==> config.mk <==
export PLATFORM = sky130hd
export DESIGN_NAME = seg_scan_driver
export DESIGN_NICKNAME = d
export VERILOG_FILES = /design/src/rtl/seg_pkg.sv /design/src/rtl/seg_decoder.sv /design/src/rtl/seg_scan_driver.sv
export SDC_FILE = /design/constraint.sdc
export NUM_CORES = 1
export LEC_CHECK = 0
export BUFFER_PORTS_ARGS = -buffer_cell sky130_fd_sc_hd__clkbuf_2
export CAP_MARGIN = 15
export CORE_MARGIN = 2
export CORE_UTILIZATION = 45
export CTS_CLUSTER_DIAMETER = 120
export DETAILED_ROUTE_END_ITERATION = 16
export PLACE_DENSITY = 0.67
export SLEW_MARGIN = 40
export SYNTH_ARGS = -nofsm -noshare
export SYNTH_HDL_FRONTEND = slang
export SYNTH_SLANG_ARGS = --single-unit
==> constraint.sdc <==
create_clock -name clk -period 3.6 [get_ports clk]
set_clock_uncertainty 0.15 [all_clocks]
set_input_delay 0.36 -clock clk [delete_from_list [all_inputs] [get_ports clk]]
set_output_delay 0.36 -clock clk [all_outputs]
set_load 0.05 [all_outputs]
==> src/rtl/seg_pkg.sv <==
// rtl/seg_pkg.sv - seven-segment pattern constants and digit-to-pattern helper
//
// Contents:
//   SEG_0..SEG_9, SEG_A..SEG_F, SEG_BLANK : 7-bit active-low patterns {g,f,e,d,c,b,a}
//   blink_phase_t                         : blink half-period state
//   seg_pattern(value, hex_mode)          : 4-bit value -> active-low pattern

package seg_pkg;

  localparam logic [6:0] SEG_0     = 7'b1000000;
  localparam logic [6:0] SEG_1     = 7'b1111001;
  localparam logic [6:0] SEG_2     = 7'b0100100;
  localparam logic [6:0] SEG_3     = 7'b0110000;
  localparam logic [6:0] SEG_4     = 7'b0011001;
  localparam logic [6:0] SEG_5     = 7'b0010010;
  localparam logic [6:0] SEG_6     = 7'b0000010;
  localparam logic [6:0] SEG_7     = 7'b1111000;
  localparam logic [6:0] SEG_8     = 7'b0000000;
  localparam logic [6:0] SEG_9     = 7'b0010000;
  localparam logic [6:0] SEG_A     = 7'b0001000;
  localparam logic [6:0] SEG_B     = 7'b0000011;
  localparam logic [6:0] SEG_C     = 7'b1000110;
  localparam logic [6:0] SEG_D     = 7'b0100001;
  localparam logic [6:0] SEG_E     = 7'b0000110;
  localparam logic [6:0] SEG_F     = 7'b0001110;
  localparam logic [6:0] SEG_BLANK = 7'b1111111;

  typedef enum logic {
    BLINK_ON  = 1'b0,
    BLINK_OFF = 1'b1
  } blink_phase_t;

  // Values above 9 fall back to "0" when hex display is off, matching the
  // behaviour of the original single-digit decoder.
  function automatic logic [6:0] seg_pattern(input logic [3:0] value,
                                             input logic       hex_mode);
    logic [6:0] p;
    case (value)
      4'd0:    p = SEG_0;
      4'd1:    p = SEG_1;
      4'd2:    p = SEG_2;
      4'd3:    p = SEG_3;
      4'd4:    p = SEG_4;
      4'd5:    p = SEG_5;
      4'd6:    p = SEG_6;
      4'd7:    p = SEG_7;
      4'd8:    p = SEG_8;
      4'd9:    p = SEG_9;
      default: begin
        if (!hex_mode) begin
          p = SEG_0;
        end else begin
          case (value)
            4'hA:    p = SEG_A;
            4'hB:    p = SEG_B;
            4'hC:    p = SEG_C;
            4'hD:    p = SEG_D;
            4'hE:    p = SEG_E;
            default: p = SEG_F;
          endcase
        end
      end
    endcase
    return p;
  endfunction

endpackage

==> src/rtl/seg_decoder.sv <==
// rtl/seg_decoder.sv - single-digit 4-bit value to seven-segment decoder
//
// Ports:
//   value    in  4  digit value 0..15
//   hex_mode in  1  1: 10..15 as A,b,C,d,E,F; 0: 10..15 as "0"
//   seg      out 7  active-low pattern {g,f,e,d,c,b,a}

module seg_decoder
  import seg_pkg::*;
(
  input  logic [3:0] value,
  input  logic       hex_mode,
  output logic [6:0] seg
);

  assign seg = seg_pattern(value, hex_mode);

endmodule

==> src/rtl/seg_scan_driver.sv <==
// rtl/seg_scan_driver.sv - multiplexed seven-segment scan driver with guard, dp, blink and zero blanking
//
// Ports:
//   clk        in  1             system clock
//   rst_n      in  1             asynchronous active-low reset
//   digits     in  4*NUM_DIGITS  digit i on [4i+3:4i], digit 0 rightmost
//   pointer    in  clog2(N)      cursor: decimal point and blink target
//   display_en in  1             0: all anodes off, counters keep running
//   blink_en   in  1             1: pointed digit blanks in blink-off phase
//   lz_blank   in  1             1: leading-zero blanking
//   anode      out NUM_DIGITS    registered one-hot digit enable (per polarity)
//   cathode    out 8             registered {dp,g,f,e,d,c,b,a} (per polarity)
//   scan_idx   out clog2(N)      digit slot currently being scanned

module seg_scan_driver
  import seg_pkg::*;
#(
  parameter int NUM_DIGITS     = 4,
  parameter int REFRESH_DIV    = 50000,
  parameter int GUARD_CYCLES   = 2,
  parameter int BLINK_FRAMES   = 64,
  parameter int HEX_MODE       = 0,
  parameter int SEG_ACTIVE_LOW = 1,
  parameter int AN_ACTIVE_LOW  = 1
)(
  input  logic                          clk,
  input  logic                          rst_n,
  input  logic [4*NUM_DIGITS-1:0]       digits,
  input  logic [$clog2(NUM_DIGITS)-1:0] pointer,
  input  logic                          display_en,
  input  logic                          blink_en,
  input  logic                          lz_blank,
  output logic [NUM_DIGITS-1:0]         anode,
  output logic [7:0]                    cathode,
  output logic [$clog2(NUM_DIGITS)-1:0] scan_idx
);

  localparam int PTR_W = $clog2(NUM_DIGITS);
  localparam int CNT_W = $clog2(REFRESH_DIV);
  localparam int FRM_W = (BLINK_FRAMES > 1) ? $clog2(BLINK_FRAMES) : 1;

  localparam logic [PTR_W-1:0] LAST_IDX  = PTR_W'(NUM_DIGITS - 1);
  localparam logic [CNT_W-1:0] LAST_CNT  = CNT_W'(REFRESH_DIV - 1);
  localparam logic [CNT_W-1:0] GUARD_END = CNT_W'(GUARD_CYCLES);
  localparam logic [FRM_W-1:0] LAST_FRM  = FRM_W'(BLINK_FRAMES - 1);

  // "Off" levels for each polarity, also used as reset values.
  localparam logic [NUM_DIGITS-1:0] AN_OFF  =
    (AN_ACTIVE_LOW != 0) ? {NUM_DIGITS{1'b1}} : {NUM_DIGITS{1'b0}};
  localparam logic [7:0]            CAT_OFF = (SEG_ACTIVE_LOW != 0) ? 8'hFF : 8'h00;

  logic [CNT_W-1:0]      cnt;
  logic [FRM_W-1:0]      frame_cnt;
  blink_phase_t          phase;

  logic [3:0]            cur_val;
  logic                  upper_zero;
  logic [NUM_DIGITS-1:0] onehot;
  logic                  ptr_hit;
  logic                  blink_blank;
  logic                  lz_blanked;
  logic                  blanked;
  logic                  guard_done;
  logic                  an_on;
  logic                  dp_lit;
  logic [6:0]            dec_seg;
  logic [6:0]            seg_lo;
  logic [7:0]            cat_lo;
  logic [NUM_DIGITS-1:0] an_hi;
  logic [7:0]            cat_next;
  logic [NUM_DIGITS-1:0] an_next;

  // Select the scanned digit and check whether it and every more
  // significant digit are zero (the leading-zero condition).
  always_comb begin
    cur_val    = 4'd0;
    upper_zero = 1'b1;
    onehot     = '0;
    for (int i = 0; i < NUM_DIGITS; i++) begin
      if (PTR_W'(i) == scan_idx) begin
        cur_val   = digits[4*i +: 4];
        onehot[i] = 1'b1;
      end
      if ((PTR_W'(i) >= scan_idx) && (digits[4*i +: 4] != 4'd0)) begin
        upper_zero = 1'b0;
      end
    end
  end

  seg_decoder u_decoder (
    .value    (cur_val),
    .hex_mode (HEX_MODE != 0),
    .seg      (dec_seg)
  );

  // scan_idx never reaches NUM_DIGITS, so an out-of-range pointer simply
  // never matches: no dp and no blink target.
  assign ptr_hit     = (pointer == scan_idx);
  assign blink_blank = blink_en && (phase == BLINK_OFF) && ptr_hit;
  // The pointed digit is exempt, so a blanked digit never carries the dp.
  assign lz_blanked  = lz_blank && (scan_idx != '0) && !ptr_hit && upper_zero;
  assign blanked     = blink_blank || lz_blanked;
  assign guard_done  = (GUARD_CYCLES == 0) || (cnt >= GUARD_END);
  assign an_on       = display_en && guard_done && !blanked;
  assign dp_lit      = ptr_hit && !blink_blank;

  assign seg_lo   = blanked ? SEG_BLANK : dec_seg;
  assign cat_lo   = {~dp_lit, seg_lo};
  assign cat_next = (SEG_ACTIVE_LOW != 0) ? cat_lo : ~cat_lo;
  assign an_hi    = an_on ? onehot : '0;
  assign an_next  = (AN_ACTIVE_LOW != 0) ? ~an_hi : an_hi;

  always_ff @(posedge clk or negedge rst_n) begin
    if (!rst_n) begin
      cnt       <= '0;
      frame_cnt <= '0;
      phase     <= BLINK_ON;
      scan_idx  <= '0;
      anode     <= AN_OFF;
      cathode   <= CAT_OFF;
    end else begin
      anode   <= an_next;
      cathode <= cat_next;
      if (cnt == LAST_CNT) begin
        cnt <= '0;
        if (scan_idx == LAST_IDX) begin
          // End of a full scan frame drives the blink timebase.
          scan_idx <= '0;
          if (frame_cnt == LAST_FRM) begin
            frame_cnt <= '0;
            phase     <= (phase == BLINK_ON) ? BLINK_OFF : BLINK_ON;
          end else begin
            frame_cnt <= frame_cnt + 1'b1;
          end
        end else begin
          scan_idx <= scan_idx + 1'b1;
        end
      end else begin
        cnt <= cnt + 1'b1;
      end
    end
  end

endmodule

==> key figures <==
Yosys
  – Sequential share of the synthesized area: between 40% and 50%
  – Post-synth EDFFs: 0
  – Syn nets: between 200 and 250
  – Syn avg cell area: between 10 and 15 um2
  – Mapped cell area: between 0.002 and 0.0025 mm2
  – Yosys warns: 0
  – FFs w/ async S/R, synth: 100%
  – Top_reg_cell synth: dfrtp_1
  – Post-Synthesis Cells: 199
  – Seq cells post-synth: 37
  – Number of distinct library cells after synthesis: 46

Clocking
  – Clock latency on the worst-skew pair: about 0.29 ns
  – Post_cts resized: 0
  – Hold buffers post-CTS: 1
  – TritonCTS buffer count: 5
  – Clk slew on worst S/H paths: about 0.080 ns
  – Clk sinks: 37
  – Clock root cell: clkbuf_8
  – H-tree depth: 2
  – Post-CTS Setup Bufs: 0
  – TritonCTS clock tree: built
  – Max clock buf depth: 2

Power and ir drop
  – Int Pwr: slightly below 0.0007 W
  – Seq pwr share: between 40% and 50%
  – PD cells: 368 mW/mm2
  – Clock power share: 42.3%
  – Power Total: roughly 0.00088 W
  – Switching pwr: between 0.0002 and 0.00025 W
  – Comb power frac: around 8.9%
  – Max VDD drop: roughly 0.18 mV
  – LEAKAGE: between 1 and 1.5 nW
  – Switching part of the total: between 20 and 25%

Drt
  – Routed WL: approximately 4100 um
  – DR iter-0 viols: about 130
  – Wire length per cell: 14.0 um
  – Via Count: around 1600
  – Residual DRC: 0
  – Via density: 5.48
  – Iteration count of the initial detailed-routing pass: 4
  – DRT antenna net count: 0

Die
  – Core area: about 0.0044 mm2
  – Io pins: 37
  – Rows: 24
  – Starting Density: a little under half
  – Die span in x: 71.3 um
  – Die area: slightly above 0.005 mm2
  – Die Y: 71.3 um

Timing
  – Total Neg Setup Slack: 0 ns
  – Final period util: between 60% and 70%
  – Final Max Slew Viols: 0
  – Count of final setup violators: 0
  – Post-layout min period: ~2.4 ns
  – RSZ-0062 raised after global routing: false
  – Final hold vios: 0
  – Fmax: roughly 410 MHz
  – Rel. slew slack: between 60% and 70%
  – Worst Max-Slew Pin Slew: approximately 0.56 ns

Setup path
  – Crit path largest cell delay: between 0.5 and 0.6 ns
  – Worst Path Arrival: between 2 and 3 ns
  – CP required: about 3.7 ns
  – CP Cell Sequence: ha_1, a211oi_1, a211oi_4, xnor2_1, or3_1, o211ai_2
  – CP Max Fanout: 19
  – CP max stage cell: ha_1
  – Critical Path Start Type: register
  – CP Capture Type: register
  – Worst setup path class: reg -> reg

Final layout
  – Final Non-Filler Cells: ~290
  – Final #Nets: ~270
  – Fillers: 390
  – Layout cells sized above 1: around 28%
  – ANT cells: 0
  – Area Growth Syn to Fin: 17.2%

GRT
  – Largest net degree at the start of global routing: 38
  – Total congestion overflow: 0
  – Vias in the first global route: 1557
  – Initial antenna violation count: 0
  – GRT Util Overall: roughly 17%
  – First-pass GRT wire length: about 6700 um

Hold path
  – Hold WC Path Type: in -> reg

Placed design
  – Dpl hpwl: around 3000 um
  – GP Congestion: around 0.82
  – Placed Instances: approximately 280
  – Port bufs: 36

Run status
  – Status: finished clean

Run
  – Max-cap violations: 0
synth_stat cells, drive strengths merged, types with 2 or more instances:
library cell   n  area [um2]
nand4          4        25.0
o21ai          8        40.0
and2           3        18.8
a21oi          4        20.0
dfrtp         25         626
dfstp         12         315
nor4           5        37.5
mux2i          2        20.0
nand2         22        82.6
a211o          3        26.3
nor3b          4        30.0
or3            3        18.8
ha             8         100
buf            4        26.3
and3           2        12.5
nor2          12        45.0
a211oi         6        62.6
o31ai          3        22.5
inv            8        30.0
nor3           2        10.0
xor2           7        61.3
nand2b         3        18.8
xnor2         11        96.3
nor2b          5        31.3
clkbuf         2        8.75
nand3b         3        22.5
nand3         14        70.1
critical path: cells and delay by family (launching register included):
kind | cells | cell delay, ns
AOI/OAI and AO/OA | 3 | 0.70
adders and majority gates | 1 | 0.56
DFF | 1 | 0.48
and+or+nand+nor | 1 | 0.36
xor gates and xnor gates | 1 | 0.12
power by group through the flow:
stage	clock network [W]	logic, W	registers [W]
floorplan	0	0.0000223	0.000459
global placement	0	0.0000783	0.000435
detailed placement	0	0.0000781	0.000436
CTS	0.000384	0.0000793	0.000428
global route	0.000400	0.0000852	0.000428
finish	0.000372	0.0000786	0.000428
logic make-up after synthesis:
group | synth area share (%)
and+or+nand+nor | 21.9
DFF | 46.2
buffers and inverters | 3.19
muxes | 1.53
xor gates and xnor gates | 7.73
AOI/OAI and AO/OA | 14.6
adders and majority gates | 4.91
per-layer routing:
| layer | GRT usage, % | up-vias | wire length (um) |
|---|---|---|---|
| met2 | 26.7 | 56 | 1800 |
| li1 | - | 785 | - |
| met5 | 0 | - | 0 |
| met4 | 7.76 | 0 | 74 |
| met3 | 3.66 | 7 | 266 |
| met1 | 22.2 | 746 | 1940 |
cell type report:
cell class	instances	area [um2]	area share [%]
Tap cell	52	65.1	2.72
Inverter	8	30.0	1.26
Clock buffer	6	82.6	3.46
Multi-Input combinational cell	148	1030	43.2
Timing Repair Buffer	38	200	8.38
Clock inverter	2	37.5	1.57
Sequential cell	37	941	39.4
sequential cells by signal, summed over array words and instances, names as in the netlist:
register	flops
cathode	8
anode	4
scan_idx	2
phase	1
cnt	16
frame_cnt	6
path summary, 6_finish.rpt:
check	start	endpoint	slack [ns]	cells past startpoint
setup reg to reg	scan_idx[1]	cathode[3]	1.15	6
setup / recovery	scan_idx[1]	cathode[3]	1.15	6
max in group asynchronous	rst_n	cathode[7]	2.49	2
hold reg to reg	frame_cnt[5]	frame_cnt[5]	0.33	1
min in group asynchronous	rst_n	cnt[10]	0.45	2
hold / removal	blink_en	cathode[7]	0.19	3
cells in the final DEF (no fill, tap or decap), types with 4 or more instances in the layout:
cell type	n
a211oi_1	4
a21oi_1	4
clkbuf_2	35
clkbuf_8	6
dfrtp_1	25
dfstp_2	12
ha_1	8
inv_1	8
nand2_1	22
nand3_1	14
nand4_1	4
nor2_1	12
nor2b_1	5
nor3b_1	4
nor4_1	4
o21ai_0	8
xnor2_1	11
xor2_1	7
metrics by stage:
stage                     area, um2  setup WS, ns  utilization, %  hold WS [ns]
after floorplan                2040         0.977               -       -0.0856
after global routing           2390         0.991            54.9         0.204
after global placement         2260          1.22            51.8         0.318
after detailed placement       2260          1.17            51.9         0.238
after CTS                      2390          1.15            54.9         0.190
final                          2390          1.15            54.9         0.185
Power figures use the tool's default switching activity.
